$ cat config.mk
export PLATFORM = sky130hd
export DESIGN_NAME = rv_plic_gateway
export DESIGN_NICKNAME = d
export VERILOG_FILES = /design/src/rtl/rv_plic_gateway.sv
export SDC_FILE = /design/constraint.sdc
export NUM_CORES = 1
export LEC_CHECK = 0
export ABC_AREA = 1
export BUFFER_PORTS_ARGS = -buffer_cell sky130_fd_sc_hd__clkbuf_2
export CAP_MARGIN = 20
export CORE_UTILIZATION = 45
export CTS_BUF_LIST = sky130_fd_sc_hd__clkbuf_4 sky130_fd_sc_hd__clkbuf_8
export CTS_CLUSTER_DIAMETER = 50
export DETAILED_ROUTE_END_ITERATION = 8
export PLACE_DENSITY_LB_ADDON = 0.08
export REMOVE_ABC_BUFFERS = 1
export SYNTH_ARGS = -nofsm -noshare
export SYNTH_HDL_FRONTEND = slang
export SYNTH_SLANG_ARGS = --single-unit
$ cat constraint.sdc
create_clock -name clk_i -period 1.5 [get_ports clk_i]
set_input_delay 0.375 -clock clk_i [delete_from_list [all_inputs] [get_ports clk_i]]
set_output_delay 0.375 -clock clk_i [all_outputs]
set_load 0.02 [all_outputs]
$ cat src/rtl/rv_plic_gateway.sv
// rv_plic_gateway
//   Source-side front end of the PLIC. Turns raw peripheral interrupt lines
//   into per-source pending bits (level or edge mode per source) and runs the
//   claim/complete handshake. A claimed source stays in service and cannot
//   re-pend until its completion arrives.
//
// Ports
//   clk_i          clock
//   rst_i          synchronous, active-high reset
//   src_i          raw interrupt lines, active-high
//   le_i           per-source mode: 1 = edge, 0 = level
//   claim_i        one-cycle claim strobe
//   claim_id_i     ID (bit index) of the source being claimed
//   complete_i     one-cycle complete strobe
//   complete_id_i  ID (bit index) of the source being completed
//   ip_o           registered pending bits to the arbiter
//   ia_o           registered in-service bits (status/debug)
//
// Configuration
//   RV_PLIC_GW_SYNC_EN  when defined, every src_i bit passes through a 2-flop
//                       synchronizer, so source-to-ip_o latency is 3 cycles
//                       instead of 1.
//
// Handshake: claim_i and complete_i are single-cycle strobes with no ready;
// each acts only when its target bit is in the right state (claim needs
// ip_q=1, complete needs ia_q=1), otherwise it is dropped without effect.
// IDs >= N_SOURCE never decode to a source and are therefore ignored.

module rv_plic_gateway #(
   parameter int  N_SOURCE = 37,
   localparam int SrcWidth = $clog2(N_SOURCE + 1)
) (
   input  logic                clk_i,
   input  logic                rst_i,
   input  logic [N_SOURCE-1:0] src_i,
   input  logic [N_SOURCE-1:0] le_i,
   input  logic                claim_i,
   input  logic [SrcWidth-1:0] claim_id_i,
   input  logic                complete_i,
   input  logic [SrcWidth-1:0] complete_id_i,
   output logic [N_SOURCE-1:0] ip_o,
   output logic [N_SOURCE-1:0] ia_o
);

   logic [N_SOURCE-1:0] ip_q, ia_q, ep_q, src_q;
   logic [N_SOURCE-1:0] ip_d, ia_d, ep_d;
   logic [N_SOURCE-1:0] src_s;
   logic [N_SOURCE-1:0] edge_det, trig, set_v;
   logic [N_SOURCE-1:0] claim_hit, complete_hit;

`ifdef RV_PLIC_GW_SYNC_EN
   logic [N_SOURCE-1:0] sync1_q, sync2_q;

   always_ff @(posedge clk_i) begin
      if (rst_i) begin
         sync1_q <= '0;
         sync2_q <= '0;
      end else begin
         sync1_q <= src_i;
         sync2_q <= sync1_q;
      end
   end

   assign src_s = sync2_q;
`else
   assign src_s = src_i;
`endif

   // src_q resets to 0, so a source already high when reset releases is
   // seen as a rising edge in edge mode.
   assign edge_det = src_s & ~src_q;

   // Edge-mode sources also fire from a deferred edge held in ep_q.
   assign trig  = (le_i & (edge_det | ep_q)) | (~le_i & src_s);
   assign set_v = trig & ~ip_q & ~ia_q;

   // Claim and complete are decoded independently against registered state.
   // Since ip_q and ia_q are never both set, a same-ID claim+complete can
   // have at most one effect.
   always_comb begin
      claim_hit    = '0;
      complete_hit = '0;
      for (int i = 0; i < N_SOURCE; i++) begin
         claim_hit[i]    = claim_i    && (claim_id_i    == SrcWidth'(i)) && ip_q[i];
         complete_hit[i] = complete_i && (complete_id_i == SrcWidth'(i)) && ia_q[i];
      end
   end

   // set_v needs ip_q=0 while claim_hit needs ip_q=1, so they never collide.
   assign ip_d = (ip_q & ~claim_hit) | set_v;
   assign ia_d = (ia_q & ~complete_hit) | claim_hit;

   // One-deep deferred edge: captured when an edge finds the source busy,
   // consumed by the set it produces, and held at 0 in level mode.
   assign ep_d = le_i & ((ep_q & ~set_v) | (edge_det & (ip_q | ia_q)));

   always_ff @(posedge clk_i) begin
      if (rst_i) begin
         ip_q  <= '0;
         ia_q  <= '0;
         ep_q  <= '0;
         src_q <= '0;
      end else begin
         ip_q  <= ip_d;
         ia_q  <= ia_d;
         ep_q  <= ep_d;
         src_q <= src_s;
      end
   end

   assign ip_o = ip_q;
   assign ia_o = ia_q;

`ifndef SYNTHESIS
   // A source is never pending and in service at the same time.
   a_ip_ia_exclusive : assert property (
      @(posedge clk_i) disable iff (rst_i) ((ip_q & ia_q) == '0)
   );
`endif

endmodule

After elaboration in Yosys (flattened, before gate mapping)
Cells that the tools add are included.

operators by class
  equal/unequal tests = 72
  bitwise gates (word level) = 23
  reduce and logical (&&, ||, !) cells = 150

operators by type and width
  operator                                                         count
  37-bit bitwise AND                                               10
  37-bit NOT                                                       7
  37-bit OR                                                        6
  6-bit by 5-bit == test with 1-bit output, second input constant  32
  1-bit logical AND                                                148
  6-bit by 4-bit == test with 1-bit output, second input constant  16
  6-bit == test, second input constant                             10
  6-bit by 3-bit == test with 1-bit output, second input constant  8
  6-bit by 2-bit == test with 1-bit output, second input constant  4
  6-bit by 1-bit == test with 1-bit output, second input constant  2
  6-bit zero test                                                  2

word-level totals
  bits in registers = 148
  input bits = 90
  output and inout bits = 74
  word-level logic and storage cells = 249

Longest topological paths before layout
  depth in word-level cells = 11
  gate-level depth with buffers = 7
  gate-level depth less buffers = 6

Worst setup path after synthesis
Ideal clock, no wire load.

  path kind = input port to flip-flop
  start = input port complete_id_i[5]
  end = register ia_q[13] (netlist: ia_o[13])
  arrival = 0.986 ns
  path slack = 0.382 ns
  cell stages on the path = 7
  buffers on the path = 1
  cell sequence = inv_1 nand2_1 nor2_2 buf_4 nand2_1 nand2_1 a21oi_1

between the ends
  word-level cells in the longest chain between the ends = 6

RTL lines
  item                                      RTL line  text
  from (decl)                               40        input logic [SrcWidth-1:0] complete_id_i,
  6-bit by 4-bit == test with 1-bit output  85        complete_hit[i] = complete_i && (complete_id_i == SrcWidth'(i)) && ia_q[i];
  1-bit logical AND (2 in a row)            85
  37-bit NOT                                91        assign ia_d = (ia_q & ~complete_hit) | claim_hit;
  37-bit bitwise AND                        91
  37-bit OR                                 91
  to (signal assigned)                      105       ia_q <= ia_d;
  to (decl)                                 45        logic [N_SOURCE-1:0] ip_q, ia_q, ep_q, src_q;

Every way passes these cells.
A chain may end at the register's enable or synchronous reset.

Final worst setup path
  start = register ip_q[36] (netlist: ip_o[36])
  end = output port ip_o[36]

RTL lines
  item                    RTL line  text
  from (decl)             45
  from (signal assigned)  104       ip_q <= ip_d;
  to (decl)               41        output logic [N_SOURCE-1:0] ip_o,

No word-level cell between the ends.

==> results.md <==
* Number of CTS-inserted buffers at 17
* Num rows at 42
* Core Region at 13500 um^2
* Post-synth top area share at 47.0%
* Grt total ovfl at 0
* Reg2reg end: ip_o[36]
* H-tree levels at 4
* DR vias at 6173
* Most common cell after layout, fill and taps aside: nor2_1
* Port bufs at 163
* CTS sink cnt at 148
* Seq cells post-synth at 148
* Clock root cell: clkbuf_8
* Initial DRC count at 338
* Clock Path Buffers at 2
* Syn. warnings at 0
* CP delay by family, top: flip-flops
* Hold-critical path depth at 3
* Wire per inst at 12.2 um
* Nature of the critical path endpoint: output port
* Diode count at 0
* PwrDens at 1140 nW/um^2
* Reg2reg path depth at 4
* Status: finished, final reports clean
* I/O pin cnt at 164
* CP arrival at 1.07 ns
* Vias in the first global route at 5645
* WS Path Type: reg2out
* Worst-path cell chain: clkbuf_2
* Placed Area at 7430 um^2
* Critical Path RT at 1.12 ns
* All-layer global routing usage at 22.8%
* Global-route wire length before repair at 26.0 mm
* Hold Path Class: in2reg
* Die width at 120 um
* Worst slew pin tran at 0.371 ns
* Mux contribution to synthesized area at 0%
* Leading cell types in the layout, fill and taps excluded: 214 x nor2_1, 198 x nand2_1, 162 x clkbuf_2
* Synth Area in Compound Gates at 13.4%
* CTS tree: built
* Yosys top cell by area: dfxtp_1
* Via density at 4.85
* Startpoint Class: register
* Initial antenna violation count at 0
* Simple-gate area share of the yosys netlist at 32.3%
* Skew final at 0.0108 ns
* Synthesized cell area at 6300 um^2
* Post-CTS Setup Bufs at 0
* DRC at 0
* Top post-synthesis cells by area: dfxtp_1 47%, nor2_1 13%, nand2_1 12%
* Initial Utilization at 46.8%
* Residual antenna-violating net count after detailed routing at 0
* Final setup violation count at 0
* Tmin final at 1.44 ns
* Final Core Density at 58.7%
* Buf/Inv on CP at 1
* Die area at 14500 um^2
* Reg2reg start: ip_o[36]
* Seq/Total Area, Yosys at 47.0%
* # hold bufs at CTS at 0
* Post-cts repair resize count at 0
* Largest family of logic cells by synthesized area: simple AND/OR/NAND/NOR gates
* Critical path origin: ip_o[36]
* Max Transition Viols Final at 0
* Rel. slew slack at 75.2%
* RSZ-0062 raised after global routing: false
* Yosys cell types at 16
* Worst vdd ir at 0.929 mV
* Synthesized area per cell at 6.92 um^2
* Clock Pin Slew Worst Setup and Hold Paths at 0.08 ns
* Die height at 120 um
* Final hold viol count at 0
* Min-Delay Startpoint: le_i[14]
* Maximum number of pins on one net before global-route repair at 34
* Fin nets at 1175
* Xor/xnor share of the synthesized area at 0%
* Adder-cell share of the synthesized area at 0%
* CP max FO at 4
* Fin area at 7900 um^2
* Layout cells sized above 1 at 20.3%
* Fmax at 693 MHz
* Detailed Place HPWL at 11.8 mm
* Routability Congestion at 0.762
* Fin crit share at 96.3%
* CP max stage delay at 0.42 ns
* Static Leak at 3.67 nW
* WHS Endpoint: ep_q[14]
* Syn-to-layout area delta at 25.4%
* Worst-skew pair later-pin latency at 0.45 ns
* Setup slack, reg-to-reg at 0.57 ns
* Pre-antenna DRT Iters at 5
* Total Wirelength at 15.5 mm
* Synth Instances at 910
* Maxcap violations at 0
* Setup_tns at 0 ns
* Critical Path Slowest Stage Cell: dfxtp_1
cells in the mapped netlist:
master,count
o21a_1,36
clkinv_1,1
nand2_1,198
nand3_1,41
o21ai_0,41
buf_2,10
nor2_2,8
buf_1,2
clkbuf_1,7
nor4_1,37
nor2_1,214
inv_1,85
dfxtp_1,148
inv_2,3
a21oi_1,74
buf_4,5
where the power goes:
part	internal, mW	leakage (nW)	total (mW)	switching, mW
clock network	2.09	0.242	3.52	1.42
registers	4.11	1.21	4.27	0.155
logic	0.477	2.22	1.19	0.712
per-stage QoR:
step	total power, mW	setup WS, ns	hold WS, ns	cells
2_1_floorplan	5.03	0.0423	0.444	886
3_3_place_gp	5.55	0.195	0.478	1242
3_5_place_dp	5.56	0.148	0.481	1242
4_1_cts	9.06	0.0298	0.135	1274
5_1_grt	9.41	0.00265	0.159	1274
6_report	8.98	0.0562	0.166	1274
cell families (layout without fill, tap and decap cells):
kind of cell           after synthesis  count (layout)
AND/OR/NAND/NOR                    498             498
AO/OA/AOI/OAI                      151             151
flip-flops                         148             148
buffers and inverters              113             301
worst max path at each step:
stage          cells past startpoint  slack (ns)        to
6_report                           1        0.06  ip_o[36]
3_5_place_dp                       6        0.15  ia_o[12]
4_1_cts                            1        0.03  ip_o[20]
2_1_floorplan                      5        0.04  ia_o[15]
3_3_place_gp                       7        0.20   ip_o[1]
5_1_grt                            1       0.003   ip_o[3]
area by class of cell:
cell class,count,area (um^2)
clock buffers,24,324
repair buffers,180,1030
flip-flops and latches,148,2960
multi-input cells,649,2880
clock inverters,8,144
inverters,89,334
fillers,1399,5560
well taps,176,220
flip-flops by register name, summed over array words and instances, names as in the netlist:
| name | cells |
|---|---|
| ep_q | 37 |
| src_q | 37 |
| ip_o | 37 |
| ia_o | 37 |
per-layer routing:
metal,vias up,GRT usage (%),wire [um]
li1,3274,-,-
met1,2742,29.5,7460
met2,139,37.5,7090
met3,18,4.34,719
met4,0,8.56,211
met5,-,0,0
(Power assumes the default switching activity.)
